## config.mk

```make
export PLATFORM = sky130hd
export DESIGN_NAME = irq_pending_ctrl
export DESIGN_NICKNAME = d
export VERILOG_FILES = /design/src/rtl/irq_pkg.sv /design/src/rtl/sync_edge_det.sv /design/src/rtl/irq_pending_ctrl.sv
export SDC_FILE = /design/constraint.sdc
export NUM_CORES = 1
export LEC_CHECK = 0
export ABC_AREA = 1
export BUFFER_PORTS_ARGS = -buffer_cell sky130_fd_sc_hd__buf_4
export CAP_MARGIN = 15
export CORE_MARGIN = 2
export CORE_UTILIZATION = 45
export DETAILED_ROUTE_END_ITERATION = 16
export GPL_TIMING_DRIVEN = 0
export PLACE_DENSITY = 0.74
export SLEW_MARGIN = 0
export SYNTH_ARGS = -nofsm -noshare
export SYNTH_HDL_FRONTEND = slang
export SYNTH_SLANG_ARGS = --single-unit
```

## constraint.sdc

```tcl
create_clock -name clk -period 1 [get_ports clk]
set_input_delay 0.05 -clock clk [delete_from_list [all_inputs] [get_ports clk]]
set_output_delay 0.05 -clock clk [all_outputs]
set_load 0.02 [all_outputs]
```

## src/rtl/irq_pkg.sv

```systemverilog
// Shared widths and types for the interrupt pending front-end.
package irq_pkg;
  localparam int N_SRC = 8;
  localparam int ID_W  = 3;

  typedef enum logic {IDLE, PRESENT} irq_state_t;
  typedef logic [N_SRC-1:0] irq_vec_t;
endpackage

```

## src/rtl/sync_edge_det.sv

```systemverilog
// Purpose: multi-flop synchroniser for one async line plus rising-edge or level set event.
// Latency: event asserted SYNC_STAGES clocks after the line is first sampled high.
// Backpressure: none; the event is a free-running strobe/level.
module sync_edge_det #(
  parameter int SYNC_STAGES = 2,
  parameter bit EDGE_MODE   = 1'b1
) (
  input  logic clk,
  input  logic rst,
  input  logic din,
  output logic evt
);

  logic [SYNC_STAGES-1:0] sync_q;
  logic                   s_d;

  always_ff @(posedge clk or posedge rst) begin
    if (rst) begin
      sync_q <= '0;
      s_d    <= 1'b0;
    end else begin
      sync_q <= {sync_q[SYNC_STAGES-2:0], din};
      s_d    <= sync_q[SYNC_STAGES-1];
    end
  end

  assign evt = EDGE_MODE ? (sync_q[SYNC_STAGES-1] & ~s_d) : sync_q[SYNC_STAGES-1];

endmodule

```

## src/rtl/irq_pending_ctrl.sv

```systemverilog
// Purpose: sticky pending/overrun capture, masking toward the external encoder, id presentation.
// Latency: SYNC_STAGES+2 clocks from a raw request to irq_valid when idle and unmasked.
// Backpressure: irq_id is held until irq_ack; new requests keep accumulating as pending bits.
module irq_pending_ctrl import irq_pkg::*; #(
  parameter int SYNC_STAGES = 2,
  parameter bit EDGE_MODE   = 1'b1
) (
  input  logic             clk,
  input  logic             rst,
  input  logic [N_SRC-1:0] irq_in,
  input  logic [N_SRC-1:0] irq_mask,
  output logic [N_SRC-1:0] pend_vec,
  input  logic [ID_W-1:0]  enc_idx,
  output logic             irq_valid,
  output logic [ID_W-1:0]  irq_id,
  input  logic             irq_ack,
  output logic [N_SRC-1:0] overrun
);

  irq_vec_t        set_evt;
  irq_vec_t        pending;
  irq_vec_t        clr_vec;
  irq_vec_t        ovr_set;
  irq_state_t      state, state_nxt;
  logic [ID_W-1:0] id_nxt;

  for (genvar i = 0; i < N_SRC; i++) begin : g_src
    sync_edge_det #(
      .SYNC_STAGES (SYNC_STAGES),
      .EDGE_MODE   (EDGE_MODE)
    ) u_sync (
      .clk (clk),
      .rst (rst),
      .din (irq_in[i]),
      .evt (set_evt[i])
    );
  end

  always_comb begin
    clr_vec = '0;
    if (state == PRESENT && irq_ack) clr_vec[irq_id] = 1'b1;
  end

  // A set event coinciding with the clear wins and is not an overrun.
  assign ovr_set = EDGE_MODE ? (set_evt & pending & ~clr_vec) : '0;

  always_ff @(posedge clk or posedge rst) begin
    if (rst) begin
      pending <= '0;
      overrun <= '0;
    end else begin
      pending <= (pending & ~clr_vec) | set_evt;
      overrun <= (overrun & ~clr_vec) | ovr_set;
    end
  end

  assign pend_vec  = pending & ~irq_mask;
  assign irq_valid = (state == PRESENT);

  always_ff @(posedge clk or posedge rst) begin
    if (rst) begin
      state  <= IDLE;
      irq_id <= '0;
    end else begin
      state  <= state_nxt;
      irq_id <= id_nxt;
    end
  end

  // The encoder reports 0 for an empty vector, so capture only when something is exposed.
  always_comb begin
    state_nxt = state;
    id_nxt    = irq_id;
    case (state)
      IDLE: begin
        if (|pend_vec) begin
          id_nxt    = enc_idx;
          state_nxt = PRESENT;
        end
      end
      PRESENT: begin
        if (irq_ack) state_nxt = IDLE;
      end
      default: state_nxt = IDLE;
    endcase
  end

endmodule

```

==> results by group, run 1 <==
Critical path
  • Max incr delay on CP: 0.41 ns
  • WP buf/inv: 1
  • CP top delay family: flip-flops
  • WP data required: 1.23 ns
  • Crit-path cells: nand2_2 -> inv_1 -> nand2_8 -> o21ai_0 -> o21ai_0
  • Worst Path Arrival: 1.38 ns
  • Startpoint types: register
  • WS Path Type: register to register
  • Cell mode on critical path: o21ai_0
  • Crit-path max FO: 6
  • Levels on crit path: 5
  • Crit end category: register
  • Worst R2R Path Depth: 5
  • Worst path slowest cell: dfrtp_2

Yosys
  • Synth cell types: 14
  • Avg Inst Size Synth: 10.9 um^2
  • Syn. warnings: 0
  • Gate Count Post-Synth: 148
  • Synth top area share: 0.681
  • #FFs+latches synth: 44
  • Ys flop type: dfrtp_1
  • Area contributors post-synth: dfrtp_1 68%, inv_1 8.6%, nand2_1 6.3%, nor3b_1 3.7%, o22ai_2 3.1%
  • Post-synth top cells: 44 x dfrtp_1, 37 x inv_1, 27 x nand2_1
  • Most frequent cell after synthesis: dfrtp_1
  • Share of flip-flops with an asynchronous set or reset: 1.00
  • Sequential area share after synthesis: 0.681
  • Syn_nets: 170
  • Post-synth EDFFs: 0
  • Mapped Area: 1620 um^2
  • Cell taking the most area after synthesis: dfrtp_1

Run
  • Max-cap violations: 0

Drt
  • # DRC: 0
  • Vias per inst: 4.66
  • Iter 0 DRT Violations: 92
  • Final wirelength: 3550 um
  • DRT Pass-1 Iters: 4
  • Vias: 1291
  • Drt wl/cell: 12.8 um
  • Post-route ant nets: 0

Floorplan
  • Initial Util: 0.477
  • Die Ht: 63.9 um
  • Die area: 4090 um^2
  • Core Footprint: 3390 um^2
  • Die X: 63.9 um
  • Cell Rows: 21
  • IO Pins: 42

Clock network
  • Clk slew on worst S/H paths: 0.12 ns
  • CTS sink cnt: 44
  • CTS H-Tree Depth: 2
  • CTS tree: built
  • Worst-skew pair later-pin latency: 0.34 ns
  • Clk root buf: clkbuf_4
  • Clock tree buffer depth: 2
  • CTS Hold Bufs: 12
  • CTS Buf Count: 5

Timing
  • Slew Viols, Final: 0
  • Period Utilization, post-route: 1.14
  • RSZ-0062 raised after global routing: yes
  • Min Hold Slack: -0.126 ns
  • Slew margin rel.: 0.398
  • Post-route setup slack: -0.145 ns
  • Highest Clock Rate: 874 MHz
  • Finish-stage setup viols: 31
  • Minimum clock period: 1.14 ns
  • Worst Skew: 0.00927 ns
  • Hold Violations, Final: 44
  • Slew @ Worst Pin: 0.901 ns

GRT
  • Largest net degree at the start of global routing: 45
  • Gr usage total: 0.182
  • Overflow left after global routing: 0
  • Initial antenna violation count: 0
  • Vias in the first global route: 1341
  • First-pass GRT wire length: 5600 um

Placed design
  • Place WS: -0.140 ns
  • HPWL Detailed: 2170 um
  • Routability cong.: 0.769
  • IO buf count: 41

Status
  • Failing checks: negative hold slack, negative setup slack
  • Status: complete, but fails checks

Pwr
  • Total power: 6.44 mW
  • Peak VDD IR: 0.00125 V
  • PwrDens: 2550 nW/um^2
  • Lkg Pwr: 1.23 nW

Final layout
  • Ratio of cells with drive above 1 in the final layout: 0.489
  • # diodes: 0
  • Net count, final: 252
  • P&R area growth vs syn: 56.3%

Min path
  • Worst Hold Class: primary input to async pin
-- cell families (layout without fill, tap and decap cells) --
| family | Yosys count | in the layout | share of synthesized area |
|---|---|---|---|
| AND/OR/NAND/NOR | 42 | 42 | 0.122 |
| buffers and inverters | 38 | 121 | 0.0929 |
| flip-flops | 44 | 44 | 0.681 |
| AO/OA/AOI/OAI | 24 | 24 | 0.104 |
-- report_power, final --
part           internal [mW]  switching, mW
logic                   1.57           1.50
clock network          0.335          0.516
registers               2.18          0.334
-- what timing repair did --
action | CTS | global route
setup endpoints to repair | 30 | 38
endpoints found under the hold margin | 56 | 44
resized for setup | 21 | 41
pin swaps | 9 | 13
setup buffers | 13 | 11
-- final timing paths --
kind                                            from                        end  slack, ns
hold reg to reg            g_src[4].u_sync.sync_q[0]  g_src[4].u_sync.sync_q[1]       0.36
hold / removal                                   rst                 overrun[4]      -0.13
min in group clk                             irq_ack                 overrun[5]       0.25
setup / recovery                           irq_valid                 pending[5]      -0.14
max in group asynchronous                        rst                  irq_id[0]       0.59
setup reg to reg                           irq_valid                 pending[5]      -0.14
-- cell type report --
class	instances	area [um^2]
Sequential cell	44	1110
Fill cell	218	863
Timing Repair Buffer	75	664
Multi-Input combinational cell	66	480
Inverter	37	145
Tap cell	46	57.6
Clock buffer	6	51.3
Buffer	1	11.3
Clock inverter	2	10.0
-- state kept, by name, indices dropped and copies added (netlist names) --
signal / cells
g_src.u_sync.sync_q: 16
g_src.u_sync.s_d: 8
overrun: 8
pending: 8
irq_id: 3
irq_valid: 1
-- through the flow --
stage / cell area [um^2] / std cells / hold slack, ns / setup TNS (ns) / util
global route: 2530 / 277 / -0.0974 / -4.11 / 0.745
finish: 2530 / 277 / -0.126 / -2.30 / 0.745
detailed placement: 1990 / 235 / 0.160 / -1.68 / 0.587
CTS: 2330 / 268 / -0.117 / -1.74 / 0.687
global placement: 1990 / 235 / 0.159 / -1.04 / 0.587
floorplan: 1630 / 148 / 0.0541 / -0.872 / -
-- layout by cell type, fill, tap and decap left out, types with 2 or more instances in the layout --
cell	count
o21ai_1	9
clkbuf_4	5
o22ai_2	7
inv_1	29
dlygate4sd3_1	12
nand2_2	8
clkinv_2	2
nor3b_1	6
buf_4	44
o21ai_0	3
buf_6	20
o21ai_2	5
nand2_4	4
dfrtp_1	40
dfrtp_2	4
nand2_1	14
inv_2	6
nand3_1	3
-- routing by layer --
layer  wire (um)  vias up  global-route usage
met1        1430      620               0.200
met2        1830       41               0.322
met3         206       10              0.0581
li1            -      620                   -
met4          78        0              0.0734
met5           0        -                   0
(Power assumes the default switching activity.)
==> run 2: changes to the inputs <==
--- a/config.mk
+++ b/config.mk
@@ -12,7 +12,7 @@
 export CORE_UTILIZATION = 45
 export DETAILED_ROUTE_END_ITERATION = 16
 export GPL_TIMING_DRIVEN = 0
-export PLACE_DENSITY = 0.74
+export PLACE_DENSITY = 0.72
 export SLEW_MARGIN = 0
 export SYNTH_ARGS = -nofsm -noshare
 export SYNTH_HDL_FRONTEND = slang
==> constraint.sdc (replaced) <==
create_clock -name clk -period 1.5 [get_ports clk]
set_input_delay 0.075 -clock clk [delete_from_list [all_inputs] [get_ports clk]]
set_output_delay 0.075 -clock clk [all_outputs]
set_load 0.02 [all_outputs]
==> run 2 against run 1 <==
  * The flow now finishes without violations
  * Sequential power shrank 34%
  * Setup slack gained 0.46 ns
  * Utilization shrank 8.5 points
  * Non-clock buffer count shrank 21
  * Critical path depth grew 1
  * Critical path type unchanged
  * Largest cell class unchanged
  * Largest power group is now sequential cells
==> results by group, run 2 (same netlist as run 1, synthesis figures left out) <==
Critical path
  • WP data required: 1.74 ns
  • Crit-path max FO: 4
  • WS Path Type: register to register
  • Worst path slowest cell: dfrtp_1
  • Worst Path Arrival: 1.42 ns
  • Max incr delay on CP: 0.42 ns
  • Startpoint types: register
  • WP buf/inv: 0
  • Crit end category: register
  • Cell mode on critical path: nand2_1
  • CP top delay family: simple AND/OR/NAND/NOR gates
  • Crit-path cells: nand2_1 -> nand2_1 -> nor2_1 -> nand2_1 -> nand2_1 -> o21ai_0

Drt
  • Top Metal Used: met4
  • Metal2 WL: 1600 um
  • Drt wl/cell: 12.0 um
  • WL met3: 184 um
  • Vias: 1180
  • DRT Pass-1 Iters: 4
  • Met1 wire length: 1250 um
  • # DRC: 0
  • Final wirelength: 3080 um
  • Iter 0 DRT Violations: 51
  • Vias per inst: 4.61
  • Post-route ant nets: 0

Clock network
  • Cts repair resizes: 0
  • CTS Buf Count: 5
  • Clock tree buffer depth: 2
  • Clk root buf: clkbuf_4
  • CTS sink cnt: 44
  • CTS H-Tree Depth: 2
  • CTS tree: built
  • Worst-skew pair later-pin latency: 0.35 ns
  • Clk slew on worst S/H paths: 0.13 ns

Timing
  • Slew @ Worst Pin: 0.872 ns
  • Min Hold Slack: 0.309 ns
  • Slew margin rel.: 0.418
  • RSZ-0062 raised after global routing: no
  • Worst Skew: 0.00897 ns
  • Setup TNS Final: 0 ns
  • Period Utilization, post-route: 0.788
  • Finish-stage setup viols: 0
  • Minimum clock period: 1.18 ns
  • Highest Clock Rate: 845 MHz
  • Slew Viols, Final: 0
  • Hold Violations, Final: 0

Floorplan
  • Die Ht: 63.9 um
  • Cell Rows: 21
  • Initial Util: 0.477
  • Die area: 4090 um^2
  • IO Pins: 42
  • Die X: 63.9 um
  • Core Footprint: 3390 um^2

GRT
  • Overflow left after global routing: 0
  • Vias in the first global route: 1216
  • Initial antenna violation count: 0
  • Gr usage total: 0.169
  • Largest net degree at the start of global routing: 45
  • First-pass GRT wire length: 5220 um

Placed design
  • IO buf count: 41
  • HPWL Detailed: 2170 um
  • Placed insts: 235
  • Routability cong.: 0.762

Final layout
  • Post-route insts no fill: 256
  • Biggest register: g_src.u_sync.sync_q
  • # diodes: 0
  • Most common cell after layout, fill and taps aside: dfrtp_1
  • P&R area growth vs syn: 38.5%
  • Max reg flops: 16
  • Ratio of cells with drive above 1 in the final layout: 0.281
  • Commonest non-fill, non-tap cells in the layout: 44 x dfrtp_1, 41 x buf_4, 36 x inv_1, 27 x nand2_1, 13 x dlygate4sd3_1
  • Net count, final: 231

Status
  • Status: finished, final reports clean

Pwr
  • Peak VDD IR: 0.00104 V
  • PwrDens: 1780 nW/um^2
  • Lkg Pwr: 1.12 nW

Run
  • Max-cap violations: 0

Min path
  • Worst Hold Class: primary input to register
## run 2: cell types whose count changed in the layout (fill, tap and decap cells not counted), sizes merged
cell,delta
buf,-22
clkbuf,-1
dlygate4sd3,+1
clkinv,-2
clkinvlp,-1
inv,+1
bufinv,+3
## run 2: timing repair
item / 4_1_cts / 5_1_grt
setup endpoints to repair: 0 / 0
endpoints found under the hold margin: 56 / 0
hold buffers: 13 / 0
setup buffers: 0 / 0
## run 2: where the power goes
| part | switching, mW | internal (mW) |
|---|---|---|
| clock network | 0.366 | 0.687 |
| logic | 0.725 | 0.557 |
| registers | 0.218 | 1.45 |
## run 2: metrics by stage
step | util | worst slack, ns | instance area (um^2) | total power [mW]
after global routing | 0.661 | 0.215 | 2240 | 4.23
after floorplan | - | 0.332 | 1620 | 2.42
after CTS | 0.661 | 0.324 | 2240 | 4.04
after detailed placement | 0.585 | 0.353 | 1980 | 2.96
final | 0.661 | 0.317 | 2240 | 4.00
after global placement | 0.585 | -0.0775 | 1980 | 2.90
## run 2: worst paths after layout
path                                      startpoint                         to  slack, ns  cells after the start
setup / recovery                          pending[0]                  irq_valid       0.32                      6
hold / removal                           irq_mask[4]                  irq_id[1]       0.31                      8
setup reg to reg                          pending[0]                  irq_valid       0.32                      6
hold reg to reg            g_src[3].u_sync.sync_q[0]  g_src[3].u_sync.sync_q[1]       0.36                      0
max in group asynchronous                        rst  g_src[2].u_sync.sync_q[0]       0.49                      3
min in group asynchronous                        rst  g_src[5].u_sync.sync_q[1]       0.47                      3
## run 2: layout make-up
type | instances | area (um^2)
inverter | 37 | 139
fill | 260 | 1150
clock inverter | 3 | 90.1
multi-input combinational | 66 | 365
buffer | 1 | 11.3
sequential | 44 | 1100
clock buffer | 5 | 37.5
timing repair buffer | 54 | 438
tap | 46 | 57.6
## run 2: metal layers
| layer | global-route usage | up-vias |
|---|---|---|
| li1 | - | 581 |
| met1 | 0.186 | 557 |
| met2 | 0.303 | 37 |
| met3 | 0.0563 | 5 |
| met4 | 0.0598 | 0 |
| met5 | 0 | - |
## run 2: worst register-to-register path, delay by kind of cell (launching register included)
family | cells | cell delay (ns)
compound gates | 1 | 0.10
flops | 1 | 0.42
simple gates | 5 | 0.55
